File: config.mk
export PLATFORM = sky130hd
export DESIGN_NAME = pdm_fader
export DESIGN_NICKNAME = d
export VERILOG_FILES = /design/src/rtl/pdm_fader.sv
export SDC_FILE = /design/constraint.sdc
export NUM_CORES = 1
export LEC_CHECK = 0
export BUFFER_PORTS_ARGS = -buffer_cell sky130_fd_sc_hd__clkbuf_2
export CAP_MARGIN = 20
export CELL_PAD_IN_SITES_DETAIL_PLACEMENT = 0
export CELL_PAD_IN_SITES_GLOBAL_PLACEMENT = 1
export CORE_UTILIZATION = 48
export DETAILED_ROUTE_END_ITERATION = 8
export GPL_TIMING_DRIVEN = 0
export PLACE_DENSITY = 0.94
export SYNTH_ARGS = -nofsm -noshare
export SYNTH_HDL_FRONTEND = slang
export SYNTH_SLANG_ARGS = --single-unit
File: constraint.sdc
create_clock -name clk -period 9.3 [get_ports clk]
set_input_delay 2.79 -clock clk [delete_from_list [all_inputs] [get_ports clk]]
set_output_delay 2.79 -clock clk [all_outputs]
set_load 0.02 [all_outputs]
File: src/rtl/pdm_fader.sv
// pdm_fader: brightness ramp engine feeding a PDM LED driver.
// Accepts target/step commands on a valid/ready handshake and walks `level`
// toward the target by `step` on every prescaler tick, landing exactly on the
// target without overshoot.
// Optional feature macro: PDM_FADER_RETARGET_EN (allows new commands while a
// ramp is running; the new command restarts the ramp from the current level).
module pdm_fader #(
  parameter int N          = 16,
  parameter int PRESCALE_W = 16
) (
  input  logic                  clk,
  input  logic                  rst_n,
  input  logic                  cmd_valid,
  output logic                  cmd_ready,
  input  logic [N-1:0]          cmd_target,
  input  logic [N-1:0]          cmd_step,
  input  logic [PRESCALE_W-1:0] prescale,
  output logic [N-1:0]          level,
  output logic                  busy,
  output logic                  done
);

  typedef enum logic [1:0] {
    ST_IDLE = 2'd0,
    ST_UP   = 2'd1,
    ST_DOWN = 2'd2
  } state_t;

  localparam logic [N-1:0]          STEP_ONE = {{(N-1){1'b0}}, 1'b1};
  localparam logic [PRESCALE_W-1:0] CNT_ONE  = {{(PRESCALE_W-1){1'b0}}, 1'b1};

  state_t                  state_q,  state_d;
  logic [N-1:0]            level_q,  level_d;
  logic [N-1:0]            target_q, target_d;
  logic [N-1:0]            step_q,   step_d;
  logic [PRESCALE_W-1:0]   cnt_q,    cnt_d;
  logic                    done_q,   done_d;

  logic                    accept_s;
  logic                    tick_s;
  logic [N-1:0]            step_eff_s;
  logic [N:0]              up_gap_s;
  logic [N:0]              down_gap_s;

`ifdef PDM_FADER_RETARGET_EN
  // Commands are taken in any state once reset is released.
  assign cmd_ready = rst_n;
`else
  // Commands are taken only while idle and out of reset.
  assign cmd_ready = rst_n & (state_q == ST_IDLE);
`endif

  assign accept_s   = cmd_valid & cmd_ready;
  assign tick_s     = (state_q != ST_IDLE) && (cnt_q == prescale);
  assign step_eff_s = (cmd_step == {N{1'b0}}) ? STEP_ONE : cmd_step;

  // Distances to the target in N+1 bits so the compare can never wrap.
  assign up_gap_s   = {1'b0, target_q} - {1'b0, level_q};
  assign down_gap_s = {1'b0, level_q} - {1'b0, target_q};

  assign level = level_q;
  assign busy  = (state_q != ST_IDLE);
  assign done  = done_q;

  // Next-state logic: command accept has priority over a ramp tick.
  always_comb begin
    state_d  = state_q;
    level_d  = level_q;
    target_d = target_q;
    step_d   = step_q;
    cnt_d    = cnt_q;
    done_d   = 1'b0;

    if (state_q == ST_IDLE) begin
      cnt_d = {PRESCALE_W{1'b0}};
    end else if (tick_s) begin
      cnt_d = {PRESCALE_W{1'b0}};
    end else begin
      cnt_d = cnt_q + CNT_ONE;
    end

    if (accept_s) begin
      target_d = cmd_target;
      step_d   = step_eff_s;
      cnt_d    = {PRESCALE_W{1'b0}};
      if (cmd_target > level_q) begin
        state_d = ST_UP;
      end else if (cmd_target < level_q) begin
        state_d = ST_DOWN;
      end else begin
        state_d = ST_IDLE;
        done_d  = 1'b1;
      end
    end else if (tick_s) begin
      case (state_q)
        ST_UP: begin
          if (up_gap_s <= {1'b0, step_q}) begin
            level_d = target_q;
            state_d = ST_IDLE;
            done_d  = 1'b1;
          end else begin
            level_d = level_q + step_q;
          end
        end
        ST_DOWN: begin
          if (down_gap_s <= {1'b0, step_q}) begin
            level_d = target_q;
            state_d = ST_IDLE;
            done_d  = 1'b1;
          end else begin
            level_d = level_q - step_q;
          end
        end
        default: begin
          state_d = ST_IDLE;
        end
      endcase
    end else begin
      level_d = level_q;
    end
  end

  // State and datapath registers with synchronous active-low reset.
  always_ff @(posedge clk) begin
    if (!rst_n) begin
      state_q  <= ST_IDLE;
      level_q  <= {N{1'b0}};
      target_q <= {N{1'b0}};
      step_q   <= STEP_ONE;
      cnt_q    <= {PRESCALE_W{1'b0}};
      done_q   <= 1'b0;
    end else begin
      state_q  <= state_d;
      level_q  <= level_d;
      target_q <= target_d;
      step_q   <= step_d;
      cnt_q    <= cnt_d;
      done_q   <= done_d;
    end
  end

endmodule

==> results of run 1 <==
## worst reg2reg max path, cell delays in order, from the launching register on
cell and delay (ns):
dfxtp_1 0.45, inv_1 0.24, ha_1 0.36, nor2b_1 0.12, o21ai_0 0.11, a21oi_1 0.23
o21ai_0 0.24, a2111oi_0 0.74, o21bai_1 0.18, a21oi_1 0.21, xor2_1 0.20, ha_1 0.29
a2111o_1 0.38, a21oi_1 0.11, o211ai_1 0.17, a32oi_2 0.46, buf_2 0.35, a21oi_1 0.07
o32ai_1 0.34, a21oi_1 0.11
## cell families after synthesis
group	after synthesis	synth area share
and+or+nand+nor	276	0.183
muxes	2	0.00375
buffers and inverters	116	0.0653
AOI/OAI and AO/OA	294	0.270
DFF	67	0.191
xor gates and xnor gates	59	0.0737
adders and majority gates	117	0.213
## power by group
part,switching [mW],internal [mW]
clock network,0.131,0.215
registers,0.0179,0.300
logic,0.296,0.194
## layout make-up
class / instances / area (um2)
tap: 180 / 225
inverter: 80 / 300
buffer: 36 / 158
fill: 1389 / 6160
clock buffer: 10 / 239
sequential: 67 / 1340
clock inverter: 6 / 65.1
timing repair buffer: 68 / 340
multi-input combinational: 748 / 5210
## registers in the layout, summed over array words and instances, names as in the netlist
| name | flops |
|---|---|
| target_q | 16 |
| done | 1 |
| state_q | 2 |
| level | 16 |
| cnt_q | 16 |
| step_q | 16 |
## metal layers
| layer | wire length (um) | vias to the layer above | part of all wire |
|---|---|---|---|
| li1 | - | 3478 | - |
| met1 | 10100 | 3265 | 0.48 |
| met2 | 9290 | 236 | 0.44 |
| met3 | 1230 | 36 | 0.058 |
| met4 | 633 | 0 | 0.030 |
| met5 | 0 | - | 0 |
## metrics by stage
stage	area, um2	std cells	util
finish	7880	1195	0.561
global route	7880	1195	0.561
CTS	7880	1195	0.561
detailed placement	7580	1179	0.540
global placement	7580	1179	0.540
floorplan	7010	931	-
## worst paths after layout
check        cells after the start                       to  slack [ns]
max                              3                cmd_ready        3.03
min                              2  step_q[15]$_SDFFE_PN0P_        0.49
min reg2reg                      2  step_q[15]$_SDFFE_PN0P_        0.49
max reg2reg                     19   level[10]$_SDFFE_PN0P_        3.81
## cells in the final DEF, fill, tap and decap left out, types with 12 or more instances in the layout
cell and count:
o21ai_0 79, xnor2_1 32, inv_1 79, nor2_1 68, dfxtp_1 67, clkbuf_2 68
nand4_1 17, a211oi_1 13, clkbuf_1 25, nor2b_1 16, xor2_1 27, nor3_1 17
o21bai_1 13, ha_1 113, nand2_1 94, nand2b_1 12, a21o_1 16, nand3_1 18
a21oi_1 88
==> run metrics, run 1 <==
global-route usage over all layers 0.294; initial antenna violation count 0; worst setup path category in -> out; RSZ-0062 raised after global routing false; worst reg2reg path startpoint level[1]$_SDFFE_PN0P_; post-synth top area cell ha_1; core area 14,000 um2; upper clock frequency limit 159 MHz; post-CTS sizing 0; Vias/cell 5.87; Final period util 0.674; Initial Util 0.499; Worst Path Arrival 3.48 ns; sequential share of the synthesized area 0.191; later-pin clock latency in the skew report 0.34 ns; Buffers on Ports 68; largest net degree at the start of global routing 13; vias in the first global route 6,460; CP required 6.51 ns; number of setup buffers added after CTS 0; M2 GR Usage 0.458; Synth warnings 0; Distinct cells, synth 66; CP peak stage delay 0.31 ns; via count 7,015; Yosys top cell area share 0.202; Hold Startpoint step_q[15]$_SDFFE_PN0P_; Initial DRC Count 572; most frequent cells after synthesis ha_1, nand2_1, a21oi_1, inv_1, o21ai_0; Avg WL per Cell 17.8 um; Critical Path Source rst_n; Final HPWL DP 17.5 mm; Max IR drop VDD 0.0000930 V; Worst slew margin 0.433; share of cells above drive strength 1 0.108; die width 123 um; most instantiated library cell after synthesis ha_1; leakage power 3.42 nW; Worst path top cell family by delay buffers and inverters; pre-CTS WS 3.06 ns; cells along the critical path clkbuf_1, and2_1, clkbuf_2; CTS tree yes; first-pass GRT wire length 33.6 mm; standard-cell rows 43; grt met1 use 0.411; setup violators final 0; CP endpoint kind output port; Power Density 146 nW/um2; Worst setup SP type primary input; WP buf/inv 2; worst hold margin 0.485 ns; Post-synth ARST share 0; max-cap viol count 0; ant diodes 0; Inserted Clock Buffers 9; routability cong. 0.926; Fin. Hold Viols 0; Main synth FF type dfxtp_1; die footprint 15,100 um2; GRT busiest layer met2; DRC Markers 0; IO Count 70; synthesized net count 1,099; Post-synth EDFFs 0; Die Y 123 um; Slowest-stage cell, CP clkbuf_1; #FFs+latches synth 67; clock skew 0.00546 ns; CP Max Fanout 10; CTS root buf clkbuf_16; H-tree Lvls 3; met3 GRT Util 0.0367; setup_tns 0 ns; outcome finished, final reports clean; Final nets 1,178; Clock Path Buffers 2; P&R area growth vs syn 12.4%; CTS Hold Bufs 0; Worst Tran Pin Value 0.830 ns; post-route ant nets 0; min cycle time layout 6.27 ns; cells after synthesis 931; total gr overflow 0; Min-Delay Path Class reg -> reg; Pins Over Slew Limit 0; final wirelength 21.3 mm; Avg Cell Area, Syn 7.53 um2; Setup WS post-layout 3.03 ns; CTS clk-pin slew, worst paths 0.05 ns; Power Total 1.15 mW; CTS Sinks 67; 1st-pass router iterations 5; synth top area cells ha_1, dfxtp_1, a21oi_1; cell area after synthesis 7010 um2
Power figures use the tool's default switching activity.
==> run 2, diff against run 1 <==
- ABC_AREA: default -> 1
- CORE_UTILIZATION: 48 -> 44
- PLACE_DENSITY: 0.94 -> 0.89
- clock period: 9.3 -> 5.8 ns (I/O delays scaled with it)
==> run 2 against run 1 <==
  * Synthesized cell count grew 23%
  * Critical endpoint is now done$_SDFF_PN0_
  * Critical path type is now reg -> reg
  * Highest routed layer unchanged
  * Register-to-register slack got worse by 2.1 ns
  * Largest power group unchanged
  * Wire length up 17%
==> run metrics, run 2 <==
Yosys top cell area share 0.185 (was 0.202); Synth warnings 0 (unchanged); RSZ-0062 raised after global routing false (unchanged); largest net degree at the start of global routing 15 (was 13); max-cap viol count 0 (unchanged); vias in the first global route 7,743 (was 6,460); 1st-pass router iterations 5 (unchanged); die footprint 17,900 um2 (was 15,100 um2); top routing layer in use met4 (unchanged); commonest non-fill, non-tap cells in the layout nand2_1, inv_1, ha_1, nor2_1, nand3_1 (was ha_1, nand2_1, a21oi_1, inv_1, o21ai_0); Clock Path Buffers 2 (unchanged); routability cong. 0.900 (was 0.926); Power Total 2.00 mW (was 1.15 mW); Worst Tran Pin Value 1.08 ns (was 0.830 ns); setup violators final 0 (unchanged); outcome finished, final reports clean (unchanged); synthesized net count 1,313 (was 1,099); post-CTS sizing 0 (unchanged); Max IR drop VDD 0.000205 V (was 0.0000930 V); worst setup path category reg -> reg (was in -> out); most frequent cells after synthesis nand2_1, inv_1, ha_1, nor2_1, nand3_1 (was ha_1, nand2_1, a21oi_1, inv_1, o21ai_0); CP peak stage delay 0.56 ns (was 0.31 ns); Final nets 1,393 (was 1,178); Distinct cells, synth 54 (was 66); leakage power 4.04 nW (was 3.42 nW); multi-input combinational cell area 5500 um2 (was 5210 um2); R2R depth 21 (was 19); sequential share of the synthesized area 0.175 (was 0.191); CP Max Fanout 10 (unchanged); Final period util 0.714; cells after synthesis 1,145 (was 931); CTS Sinks 67 (unchanged); Post-synth EDFFs 0 (unchanged); CTS Hold Bufs 0 (unchanged); upper clock frequency limit 242 MHz; initial antenna violation count 0 (unchanged); post-route ant nets 0 (unchanged); later-pin clock latency in the skew report 0.36 ns (was 0.34 ns); Final HPWL DP 20.8 mm (was 17.5 mm); most instantiated library cell after synthesis nand2_1 (was ha_1); Avg WL per Cell 17.2 um (was 17.8 um); Min-Delay Path Class reg -> reg (unchanged); Power Density 233 nW/um2 (was 146 nW/um2); Hold Path Stages 1 (was 2); clock skew 0.00901 ns (was 0.00546 ns); DRT met1 WL 11.8 mm (was 10.1 mm); wire length on met2 11.6 mm (was 9.29 mm); Pins Over Slew Limit 0 (unchanged); P&R area growth vs syn 12.1% (was 12.4%); H-tree Lvls 3 (unchanged); most used cell, CP nand2_1; CTS tree yes (unchanged); total gr overflow 0 (unchanged); setup_tns 0 ns (unchanged); Inserted Clock Buffers 9 (unchanged); Main synth FF type dfxtp_1 (unchanged); Buffers on Ports 69 (was 68); Vias/cell 5.37 (was 5.87); Worst Path Arrival 4.41 ns (was 3.48 ns); cells along the critical path inv_1, ha_1, buf_2, nand2_1, nand2_1, o21bai_1, a21oi_1, inv_1, a221oi_1, xnor2_1, ha_1, a21oi_1, nand2_1, nand2_1, nand2_1, nand2_2, nand2_4, buf_6, o21ai_1, nand2_1, a21oi_1 (was clkbuf_1, and2_1, clkbuf_2); Hold Startpoint cnt_q[0]$_SDFF_PP0_ (was step_q[15]$_SDFFE_PN0P_); via count 7,781 (was 7,015); ant diodes 0 (unchanged); final wirelength 25.0 mm (was 21.3 mm); Die Y 134 um (was 123 um); share of cells above drive strength 1 0.119 (was 0.108); RR Endpoint done$_SDFF_PN0_ (was level[10]$_SDFFE_PN0P_); global-route usage over all layers 0.289 (was 0.294); synth top area cells ha_1, dfxtp_1, nand2_1 (was ha_1, dfxtp_1, a21oi_1); CP endpoint kind flip-flop (was output port); min cycle time layout 4.14 ns; core area 16,800 um2 (was 14,000 um2); Worst setup SP type flip-flop (was primary input); Initial DRC Count 534 (was 572); CP required 6.08 ns (was 6.51 ns); CTS root buf clkbuf_16 (unchanged); Slowest-stage cell, CP dfxtp_1 (was clkbuf_1); IO Count 70 (unchanged); Initial Util 0.457 (was 0.499); hold endpoint cnt_q[0]$_SDFF_PP0_ (was step_q[15]$_SDFFE_PN0P_); met3 WL 1.07 mm (was 1.23 mm); Worst R2R Setup Slack 1.66 ns (was 3.81 ns); Fin. Hold Viols 0 (unchanged); CTS clk-pin slew, worst paths 0.06 ns (was 0.05 ns); Avg Cell Area, Syn 6.69 um2 (was 7.53 um2); worst reg2reg path startpoint level[5]$_SDFFE_PN0P_ (was level[1]$_SDFFE_PN0P_); post-synth top area cell ha_1 (unchanged); Post-synth ARST share 0 (unchanged); Worst slew margin 0.273 (was 0.433); number of setup buffers added after CTS 0 (unchanged); cell area after synthesis 7660 um2 (was 7010 um2); Critical Path Source level[5]$_SDFFE_PN0P_ (was rst_n); # fillers 1,747 (was 1,389); first-pass GRT wire length 39.9 mm (was 33.6 mm); DRC Markers 0 (unchanged); register area 1340 um2 (unchanged); die width 134 um (was 123 um); most common cell after layout, fill and taps aside nand2_1 (was ha_1); #FFs+latches synth 67 (unchanged); standard-cell rows 47 (was 43)
## run 2: kinds of logic after synthesis
kind of cell | share of synthesized area
DFF | 0.175
adders and majority gates | 0.195
and+or+nand+nor | 0.292
AOI/OAI and AO/OA | 0.147
buffers and inverters | 0.107
xor gates and xnor gates | 0.0835
## run 2: worst max path at each step
stage | to | slack (ns) | depth (start not counted)
final | done$_SDFF_PN0_ | 1.66 | 21
after CTS | done$_SDFF_PN0_ | 1.74 | 21
after detailed placement | done$_SDFF_PN0_ | 1.75 | 21
after floorplan | cmd_ready | 2.14 | 2
after global routing | level[7]$_SDFFE_PN0P_ | 1.39 | 26
after global placement | done$_SDFF_PN0_ | 1.75 | 20
## run 2: metal layers
metal / vias to the layer above / GRT usage
met3: 27 / 0.0351
li1: 3953 / -
met5: - / 0
met2: 190 / 0.492
met4: 0 / 0.0758
met1: 3611 / 0.383
## run 2: critical path: cells and delay by family (launching register included)
kind | cells | cell delay [ns]
compound gates | 6 | 1.43
simple gates | 8 | 0.75
fa+ha+maj | 2 | 0.59
flops | 1 | 0.56
buf+inv | 4 | 0.55
xor+xnor | 1 | 0.18
## run 2: cell type report
cell class	count	share of cell area
multi-input combinational	879	0.641
clock buffer	9	0.0262
clock inverter	7	0.00962
buffer	38	0.0246
sequential	67	0.156
tap	220	0.0321
inverter	161	0.0704
timing repair buffer	69	0.0402
## run 2: report_power, final
group,leakage [nW],total [mW],switching (mW),internal (mW)
sequential,0.546,0.502,0.0194,0.482
clock,0.145,0.599,0.258,0.341
combinational,3.35,0.903,0.587,0.316
total,4.04,2.00,0.864,1.14
## run 2: stage by stage
stage	hold WS (ns)	instance area [um2]	std cells	worst slack, ns	util
2_1_floorplan	0.440	7660	1145	2.14	-
5_1_grt	0.501	8580	1450	1.39	0.512
6_report	0.486	8580	1450	1.66	0.512
3_5_place_dp	0.471	8280	1434	1.75	0.494
3_3_place_gp	0.452	8280	1434	1.75	0.494
4_1_cts	0.486	8580	1450	1.74	0.512
